[config.mk]
export PLATFORM = sky130hd
export DESIGN_NAME = hemaia_reset_sequencer
export DESIGN_NICKNAME = d
export VERILOG_FILES = /design/src/rtl/hemaia_reset_seq_pkg.sv /design/src/rtl/hemaia_reset_ack_sync.sv /design/src/rtl/hemaia_reset_sequencer.sv
export SDC_FILE = /design/constraint.sdc
export NUM_CORES = 1
export LEC_CHECK = 0
export ABC_CLOCK_PERIOD_IN_PS = 2800
export CORE_AREA = 4 4 55 57
export DETAILED_ROUTE_END_ITERATION = 16
export DIE_AREA = 0 0 59 61
export PLACE_DENSITY = 0.73
export SLEW_MARGIN = 30
export SYNTH_ARGS = -nofsm -noshare
export SYNTH_HDL_FRONTEND = slang
export SYNTH_SLANG_ARGS = --single-unit
[constraint.sdc]
create_clock -name clk_i -period 2.8 [get_ports clk_i]
set_input_delay 0.56 -clock clk_i [delete_from_list [all_inputs] [get_ports clk_i]]
set_output_delay 0.56 -clock clk_i [all_outputs]
set_load 0.02 [all_outputs]
[src/rtl/hemaia_reset_seq_pkg.sv]
// Shared types and default timing constants for the HeMAiA reset sequencer.
package hemaia_reset_seq_pkg;

  typedef enum logic [2:0] {
    IDLE    = 3'd0,
    HOLD    = 3'd1,
    RELEASE = 3'd2,
    GAP     = 3'd3,
    DONE    = 3'd4
  } rst_seq_state_e;

  localparam int unsigned DefNumReset   = 4;
  localparam int unsigned DefHoldCycles = 16;
  localparam int unsigned DefGapCycles  = 8;
  localparam int unsigned DefAckTimeout = 1024;

endpackage

[src/rtl/hemaia_reset_ack_sync.sv]
// Per-bit two-flop synchroniser that brings the reset controller's
// acknowledge lines into the always-on clock domain.
module hemaia_reset_ack_sync #(
  parameter int unsigned Width = 4
) (
  input  logic             clk_i,
  input  logic             rst_ni,
  input  logic [Width-1:0] async_i,
  output logic [Width-1:0] sync_o
);

  logic [Width-1:0] meta_q;
  logic [Width-1:0] sync_q;

  // Two-stage capture; both stages clear to "domain in reset".
  always_ff @(posedge clk_i or negedge rst_ni) begin
    if (!rst_ni) begin
      meta_q <= '0;
      sync_q <= '0;
    end else begin
      meta_q <= async_i;
      sync_q <= meta_q;
    end
  end

  assign sync_o = sync_q;

endmodule

[src/rtl/hemaia_reset_sequencer.sv]
// Always-on reset sequencer: asserts a set of domain resets together, holds
// them, then releases them one at a time, lowest index first.
// Optional macro HEMAIA_RST_SEQ_ACK_EN adds per-domain acknowledge wait
// (rst_ack_ni) with a sticky per-domain timeout flag (timeout_o).
//
// state   | meaning
// --------+------------------------------------------------------------
// IDLE    | ready for a request, all outputs stable
// HOLD    | requested lines low, counting the hold time
// RELEASE | raise the lowest pending line (one cycle)
// GAP     | optional ack wait, then count the gap before next release
// DONE    | one-cycle completion pulse, then back to IDLE
module hemaia_reset_sequencer
  import hemaia_reset_seq_pkg::*;
#(
  parameter int unsigned NumReset   = DefNumReset,
  parameter int unsigned HoldCycles = DefHoldCycles,
  parameter int unsigned GapCycles  = DefGapCycles,
  parameter int unsigned AckTimeout = DefAckTimeout
) (
  input  logic                clk_i,
  input  logic                rst_ni,
  input  logic                req_valid_i,
  input  logic [NumReset-1:0] req_mask_i,
  output logic                req_ready_o,
  output logic [NumReset-1:0] local_rst_no,
  output logic                busy_o,
  output logic                done_o
`ifdef HEMAIA_RST_SEQ_ACK_EN
  ,
  input  logic [NumReset-1:0] rst_ack_ni,
  output logic [NumReset-1:0] timeout_o
`endif
);

  localparam int unsigned MaxHg  = (HoldCycles > GapCycles) ? HoldCycles : GapCycles;
  localparam int unsigned MaxCnt = (MaxHg > AckTimeout) ? MaxHg : AckTimeout;
  localparam int unsigned CntW   = $clog2(MaxCnt + 1);

  // Boot preloads the full hold count so that the first edge after reset
  // behaves like an accept edge (channel 0 rises at edge HoldCycles+1).
  localparam logic [CntW-1:0] HoldBoot  = CntW'(HoldCycles);
  localparam logic [CntW-1:0] HoldStart = CntW'(HoldCycles - 1);
  localparam logic [CntW-1:0] GapLoad   = CntW'(GapCycles - 1);
  // After the final release the gap runs one cycle longer so DONE is
  // entered on the edge at last release + GapCycles + 1.
  localparam logic [CntW-1:0] GapLast   = CntW'(GapCycles);
  localparam logic [CntW-1:0] AckLoad   = CntW'(AckTimeout - 1);

  rst_seq_state_e      state_q;
  logic [CntW-1:0]     cnt_q;
  logic [NumReset-1:0] pend_q;
  logic [NumReset-1:0] lines_q;
  logic                ready_q;
  logic                busy_q;
  logic                done_q;
  logic [NumReset-1:0] rel_sel;
  logic [NumReset-1:0] pend_after;

  // Priority encoder: one-hot of the lowest-index pending channel.
  always_comb begin
    rel_sel = '0;
    for (int i = NumReset - 1; i >= 0; i--) begin
      if (pend_q[i]) begin
        rel_sel    = '0;
        rel_sel[i] = 1'b1;
      end
    end
  end

  assign pend_after = pend_q & ~rel_sel;

`ifdef HEMAIA_RST_SEQ_ACK_EN
  logic [NumReset-1:0] ack_sync;
  logic [NumReset-1:0] chan_q;
  logic [NumReset-1:0] timeout_q;
  logic                ack_wait_q;

  hemaia_reset_ack_sync #(
    .Width (NumReset)
  ) i_ack_sync (
    .clk_i   (clk_i),
    .rst_ni  (rst_ni),
    .async_i (rst_ack_ni),
    .sync_o  (ack_sync)
  );

  // Ack-wait bookkeeping: which channel was just released and its timeout.
  always_ff @(posedge clk_i or negedge rst_ni) begin
    if (!rst_ni) begin
      chan_q     <= '0;
      timeout_q  <= '0;
      ack_wait_q <= 1'b0;
    end else begin
      if (state_q == IDLE && req_valid_i) begin
        timeout_q <= '0;
      end
      if (state_q == RELEASE) begin
        chan_q     <= rel_sel;
        ack_wait_q <= 1'b1;
      end else if (state_q == GAP && ack_wait_q) begin
        if (|(ack_sync & chan_q)) begin
          ack_wait_q <= 1'b0;
        end else if (cnt_q == '0) begin
          ack_wait_q <= 1'b0;
          timeout_q  <= timeout_q | chan_q;
        end
      end
    end
  end

  assign timeout_o = timeout_q;
`endif

  // Sequencer FSM; outputs are registered alongside the next state.
  always_ff @(posedge clk_i or negedge rst_ni) begin
    if (!rst_ni) begin
      state_q <= HOLD;
      cnt_q   <= HoldBoot;
      pend_q  <= '1;
      lines_q <= '0;
      ready_q <= 1'b0;
      busy_q  <= 1'b1;
      done_q  <= 1'b0;
    end else begin
      done_q <= 1'b0;
      unique case (state_q)
        IDLE: begin
          if (req_valid_i) begin
            ready_q <= 1'b0;
            busy_q  <= 1'b1;
            if (|req_mask_i) begin
              state_q <= HOLD;
              cnt_q   <= HoldStart;
              pend_q  <= req_mask_i;
              lines_q <= lines_q & ~req_mask_i;
            end else begin
              state_q <= DONE;
              done_q  <= 1'b1;
            end
          end
        end
        HOLD: begin
          if (cnt_q == '0) begin
            state_q <= RELEASE;
          end else begin
            cnt_q <= cnt_q - 1'b1;
          end
        end
        RELEASE: begin
          lines_q <= lines_q | rel_sel;
          pend_q  <= pend_after;
          state_q <= GAP;
`ifdef HEMAIA_RST_SEQ_ACK_EN
          cnt_q   <= AckLoad;
`else
          cnt_q   <= (|pend_after) ? GapLoad : GapLast;
`endif
        end
        GAP: begin
`ifdef HEMAIA_RST_SEQ_ACK_EN
          if (ack_wait_q) begin
            if (|(ack_sync & chan_q) || cnt_q == '0) begin
              cnt_q <= (|pend_q) ? GapLoad : GapLast;
            end else begin
              cnt_q <= cnt_q - 1'b1;
            end
          end else
`endif
          if (cnt_q == '0) begin
            if (|pend_q) begin
              state_q <= RELEASE;
            end else begin
              state_q <= DONE;
              done_q  <= 1'b1;
            end
          end else begin
            cnt_q <= cnt_q - 1'b1;
          end
        end
        DONE: begin
          state_q <= IDLE;
          ready_q <= 1'b1;
          busy_q  <= 1'b0;
        end
        default: begin
          state_q <= IDLE;
          ready_q <= 1'b1;
          busy_q  <= 1'b0;
        end
      endcase
    end
  end

  assign req_ready_o  = ready_q;
  assign busy_o       = busy_q;
  assign done_o       = done_q;
  assign local_rst_no = lines_q;

endmodule
==> results of run 1 <==
## sequential cells by signal (all words and copies together) (netlist names)
register	cells
busy_o	1
cnt_q	11
done_o	1
local_rst_no	4
pend_q	4
req_ready_o	1
state_q	3
## logic make-up (layout without fill, tap and decap cells)
family	Yosys count	in the layout	share of synthesized area
compound gates	45	45	0.235
fa+ha+maj	2	2	0.0188
buf+inv	13	32	0.0386
flops	25	25	0.477
mux	2	2	0.0169
simple gates	45	45	0.213
## final cells by class
type | instances | area (sq um)
Fill cell | 224 | 927
Sequential cell | 25 | 634
Inverter | 9 | 33.8
Clock buffer | 4 | 26.3
Timing Repair Buffer | 19 | 175
Tap cell | 30 | 37.5
Multi-Input combinational cell | 94 | 643
## per-layer routing
layer  vias up  wire length, microns
li1        544                     -
met1       544                  1350
met2        19                  1420
met3         2                    79
met4         0                    17
met5         -                     0
## layout by cell type (no fill, tap or decap), types with 3 or more instances in the layout
cell,n
a211oi_1,3
a21oi_1,15
buf_4,6
clkbuf_4,3
clkdlybuf4s50_1,13
dfrtp_1,18
dfstp_2,7
inv_1,9
nand2_1,6
nor2_1,7
nor3_1,3
o21ai_0,6
o31ai_1,9
or4_1,9
## power groups by stage
stage                     Combinational [mW]  Sequential (mW)  Clock (mW)
after detailed placement               0.570            0.713           0
after CTS                              0.576            0.706       0.164
after floorplan                        0.339            0.718           0
final                                  0.572            0.711       0.153
after global placement                 0.547            0.701           0
after global routing                   0.638            0.737       0.178
## worst max-delay path: stages
cell and delay (ns):
clkdlybuf4s50_1 0.46, or4_1 0.61, o311ai_4 0.26, or2_2 0.17
inv_1 0.07, mux2_2 0.27
## through the flow
stage / hold slack, ns / total power, mW
after global placement: 0.484 / 1.25
after floorplan: 0.264 / 1.06
after detailed placement: 0.482 / 1.28
after global routing: 0.516 / 1.55
final: 0.506 / 1.43
after CTS: 0.512 / 1.45
## worst paths after layout
check	startpoint	end	slack (ns)	cells after the start
max reg2reg	cnt_q[0]$_DFFE_PN0P_	cnt_q[6]$_DFFE_PN0P_	0.64	6
max in group asynchronous	rst_ni	pend_q[0]$_DFFE_PN1P_	1.90	2
min in group asynchronous	rst_ni	cnt_q[2]$_DFFE_PN0P_	0.61	2
min	local_rst_no[2]$_DFFE_PN0P_	local_rst_no[2]$_DFFE_PN0P_	0.51	1
max	req_mask_i[0]	cnt_q[1]$_DFFE_PN0P_	0.59	6
min reg2reg	local_rst_no[2]$_DFFE_PN0P_	local_rst_no[2]$_DFFE_PN0P_	0.51	1
==> results.toml, run 1 <==
[run_status]
status = "complete, no violations"

[logic_synthesis]
netlist_top_cells_count = "18 x dfrtp_1, 15 x a21oi_1, 9 x inv_1, 9 x o31ai_1, 9 x or4_1"
ys_types = 38
seq_area_frac_synth = 0.477
syn_inst = 132
ys_ff_latch = 25
synth_edf_count = 0
yosysMostFrequentCell = "dfrtp_1"
synth_top_cell_by_area = "dfrtp_1"
syn_area_per_cell_sq_um = 10.1
async_flop_share = 1.00
synth_top_area_share = 0.339
synth_area_sq_um = 1330
synth_ff_type = "dfrtp_1"
synth_warnings = 0
syn-num-nets = 141
synth_area_leaders = "dfrtp_1 34%, dfstp_2 14%, a21oi_1 5.6%, o31ai_1 5.1%, or4_1 5.1%"

[clocking]
ctsResizeCount = 0
h-tree-depth = 1
numCtsBuffers = 3
cts_root_buf = "clkbuf_4"
post_cts_buffers = 0
cts_tree = "yes"
clkTransAtPathRegs_ns = 0.13
cts_hold_buf = 0
cts_buffer_depth = 2
insertion_delay_ns = 0.30
clock_sinks = 25

[global_route]
grt_max_degree = 26
grt_use_total = 0.180
antenna_found_initial = 0
grt_pass1_vias = 1089
use_met1 = 0.247
grt.busiest_layer = "met2"
grt_overflow = 0
gr-usage-met2 = 0.301
grt_pass1_wl_mm = 5.02
met3_usage = 0.0213

[floorplanning]
die_area_sq_um = 3600
std_cell_rows = 18
die_w_microns = 59
io_pins = 14
coreArea_sq_um = 2480
die_y_microns = 61
initial_core_util = 0.536

[sta]
worst_slew_pin_slew_ns = 0.612
final.setup.tns_ns = 0
max_freq_ghz = 0.453
min_period_ns = 2.21
fin_crit_sh = 0.788
final_hold_viol_count = 0
clock_skew_ns = 0.00272
final_max_slew_viol_count = 0
relSlewSlack = 0.590
rsz0062_at_grt = "false"
layout_setup_ws_ns = 0.593
finalSetupViolations = 0

[place]
port_buffers = 13
dpl_cell_area_sq_um = 1520
dp_hpwl_mm = 2.10
dp.cells = 177
gp_congestion = 0.812
preCtsSetupSlack_ns = 0.272

[setup_path]
start_kind = "primary input"
critical_path_class = "primary input to flop"
worstSetupEndpointType = "flop"
worstPathRequired_ns = 3.00
worst_ep_arrival_time_ns = 2.41
critPathMaxFanout = 4

[final_layout]
diodes = 0
fin_nets = 161
fin_cells = 181
final_core_util = 0.626
drive_gt1_frac = 0.166
finish.instance_area_sq_um = 1550
area_delta_synth_final_pct = 16.7

[run]
maxCapViolations = 0

[route]
via_per_inst = 6.13
antenna_left = 0
wl_per_cell_microns = 15.9
drcViolationCount = 0
drt-initial-drc-count = 24
first_pass_iters = 4
routed_wl_mm = 2.88
vias = 1109

[power]
switchingPower_mw = 0.554
p_int_mw = 0.881
p_per_area_nw_per_um2 = 926
vdd_drop_max_mv = 0.590
p_clk_frac = 0.106
pwr-share-comb = 0.398
leakagePower_nw = 0.629
switching_share = 0.386
p_seq_frac = 0.495

[worst_hold_path]
min_path_type = "flop to flop"
Note: power is estimated with default switching activity, not from simulation.
==> run 2: changes to the inputs <==
Settings changed: ABC_CLOCK_PERIOD_IN_PS 2800 to 2200.
Clock period 2.8 ns to 2.2 ns, I/O delays scaled along.
==> run 2 against run 1 <==
Against the previous run:
- hold slack lost 0.038 ns
- flip-flop and latch count is the same
- highest routed layer unchanged
- core utilization grew 2.5 points
==> results.toml, run 2 (same netlist as run 1, synthesis figures left out) <==
[floorplanning]
die_y_microns = 61
initial_core_util = 0.536
coreArea_sq_um = 2480
io_pins = 14
die_w_microns = 59
std_cell_rows = 18
die_area_sq_um = 3600

[setup_path]
worstPathRequired_ns = 2.45
worstSetupEndpointType = "flop"
worstReg2RegEnd = "cnt_q[6]$_DFFE_PN0P_"
cp_cell_sequence = "inv_1, ha_1, or3b_4, or3_1, or4_1, a21oi_1"
start_kind = "flop"
r2r-start = "cnt_q[0]$_DFFE_PN0P_"
regToRegSetupSlack_ns = 0.13
startpoint = "cnt_q[0]$_DFFE_PN0P_"
worst_ep_arrival_time_ns = 2.33
slowest_stage = "dfrtp_1"
critical_path_class = "flop to flop"
slowest_delay_ns = 0.45
ff2ff_path_depth = 6
critPathMaxFanout = 5

[final_layout]
diodes = 0
fin_nets = 169
largest_register = "cnt_q"
drive_gt1_frac = 0.214
largest_reg_flops = 11
final_core_util = 0.651
final_common_cell = "dfrtp_1"
layout_common_cells = "18 x dfrtp_1, 15 x a21oi_1, 14 x buf_4"
area_delta_synth_final_pct = 21.4

[route]
first_pass_iters = 4
drcViolationCount = 0
wl_per_cell_microns = 15.2
routed_wl_mm = 2.87
antenna_left = 0
via_per_inst = 6.03
vias = 1140
drt-initial-drc-count = 25

[clocking]
h-tree-depth = 1
cts_buffer_depth = 2
clock_sinks = 25
insertion_delay_ns = 0.31
cts_tree = "yes"
clkTransAtPathRegs_ns = 0.13
numCtsBuffers = 3
cts_root_buf = "clkbuf_4"

[power]
power_mw = 1.86
p_per_area_nw_per_um2 = 1160
vdd_drop_max_mv = 0.778
leakagePower_nw = 0.671

[worst_hold_path]
min_path_type = "primary input to asynchronous set/reset pin"

[place]
dp_hpwl_mm = 2.16
gp_congestion = 0.790
preCtsSetupSlack_ns = -0.161
port_buffers = 13

[global_route]
grt_use_total = 0.187
antenna_found_initial = 0
grt_overflow = 0
grt_max_degree = 26
grt_pass1_vias = 1113
grt_pass1_wl_mm = 5.17

[sta]
max_freq_ghz = 0.482
layout_setup_ws_ns = 0.125
clock_skew_ns = 0.00136
final_max_slew_viol_count = 0
finalSetupViolations = 0
rsz0062_at_grt = "false"
fin_crit_sh = 0.943
hold_ws_ns = 0.468
final.setup.tns_ns = 0
worst_slew_pin_slew_ns = 0.404
final_hold_viol_count = 0
relSlewSlack = 0.730
min_period_ns = 2.07

[run]
maxCapViolations = 0

[run_status]
status = "complete, no violations"
run 2: changes by cell type in the layout (fill, tap and decap cells not counted), sizes merged:
cell and change:
buf +8
run 2: critical path, delay by kind of cell, from the launching register on:
kind	cells	cell delay, ns
adder cells (fa/ha/maj)	1	0.17
flip-flops	1	0.45
AND/OR/NAND/NOR	3	1.14
buffers and inverters	1	0.10
AO/OA/AOI/OAI	1	0.15
run 2: cell type report:
cell class	instances	area [sq um]
fill	215	865
multi-input combinational	94	646
sequential	25	634
timing repair buffer	27	235
tap	30	37.5
inverter	9	33.8
clock buffer	4	26.3
run 2: worst max-delay path by stage:
stage,endpoint,slack (ns)
after floorplan,cnt_q[6]$_DFFE_PN0P_,0.25
after global placement,cnt_q[1]$_DFFE_PN0P_,-0.12
after detailed placement,cnt_q[0]$_DFFE_PN0P_,-0.16
after CTS,cnt_q[6]$_DFFE_PN0P_,0.09
after global routing,cnt_q[6]$_DFFE_PN0P_,0.04
final,cnt_q[6]$_DFFE_PN0P_,0.13
run 2: stage by stage:
stage          instances  area [sq um]
6_report             189          1610
5_1_grt              189          1610
4_1_cts              189          1610
3_5_place_dp         185          1580
3_3_place_gp         185          1580
2_1_floorplan        132          1330
run 2: repair_timing:
item | CTS | global route
hold buffers | 0 | 0
gates resized for setup | 0 | 1
endpoints found under the setup margin | 0 | 1
setup buffers | 0 | 0
run 2: per-layer routing:
| layer | routed length [microns] | vias to the layer above | share of wire | global-route usage |
|---|---|---|---|---|
| met2 | 1370 | 17 | 0.48 | 0.301 |
| met3 | 83 | 2 | 0.029 | 0.0234 |
| met4 | 19 | 0 | 0.0066 | 0.0680 |
| met1 | 1390 | 556 | 0.49 | 0.260 |
| li1 | - | 565 | - | - |
| met5 | 0 | - | 0 | 0 |
run 2: report_power, final:
| group | switching, mW | total (mW) | internal [mW] |
|---|---|---|---|
| Clock | 0.136 | 0.207 | 0.0708 |
| Sequential | 0.210 | 0.902 | 0.691 |
| Combinational | 0.371 | 0.755 | 0.384 |
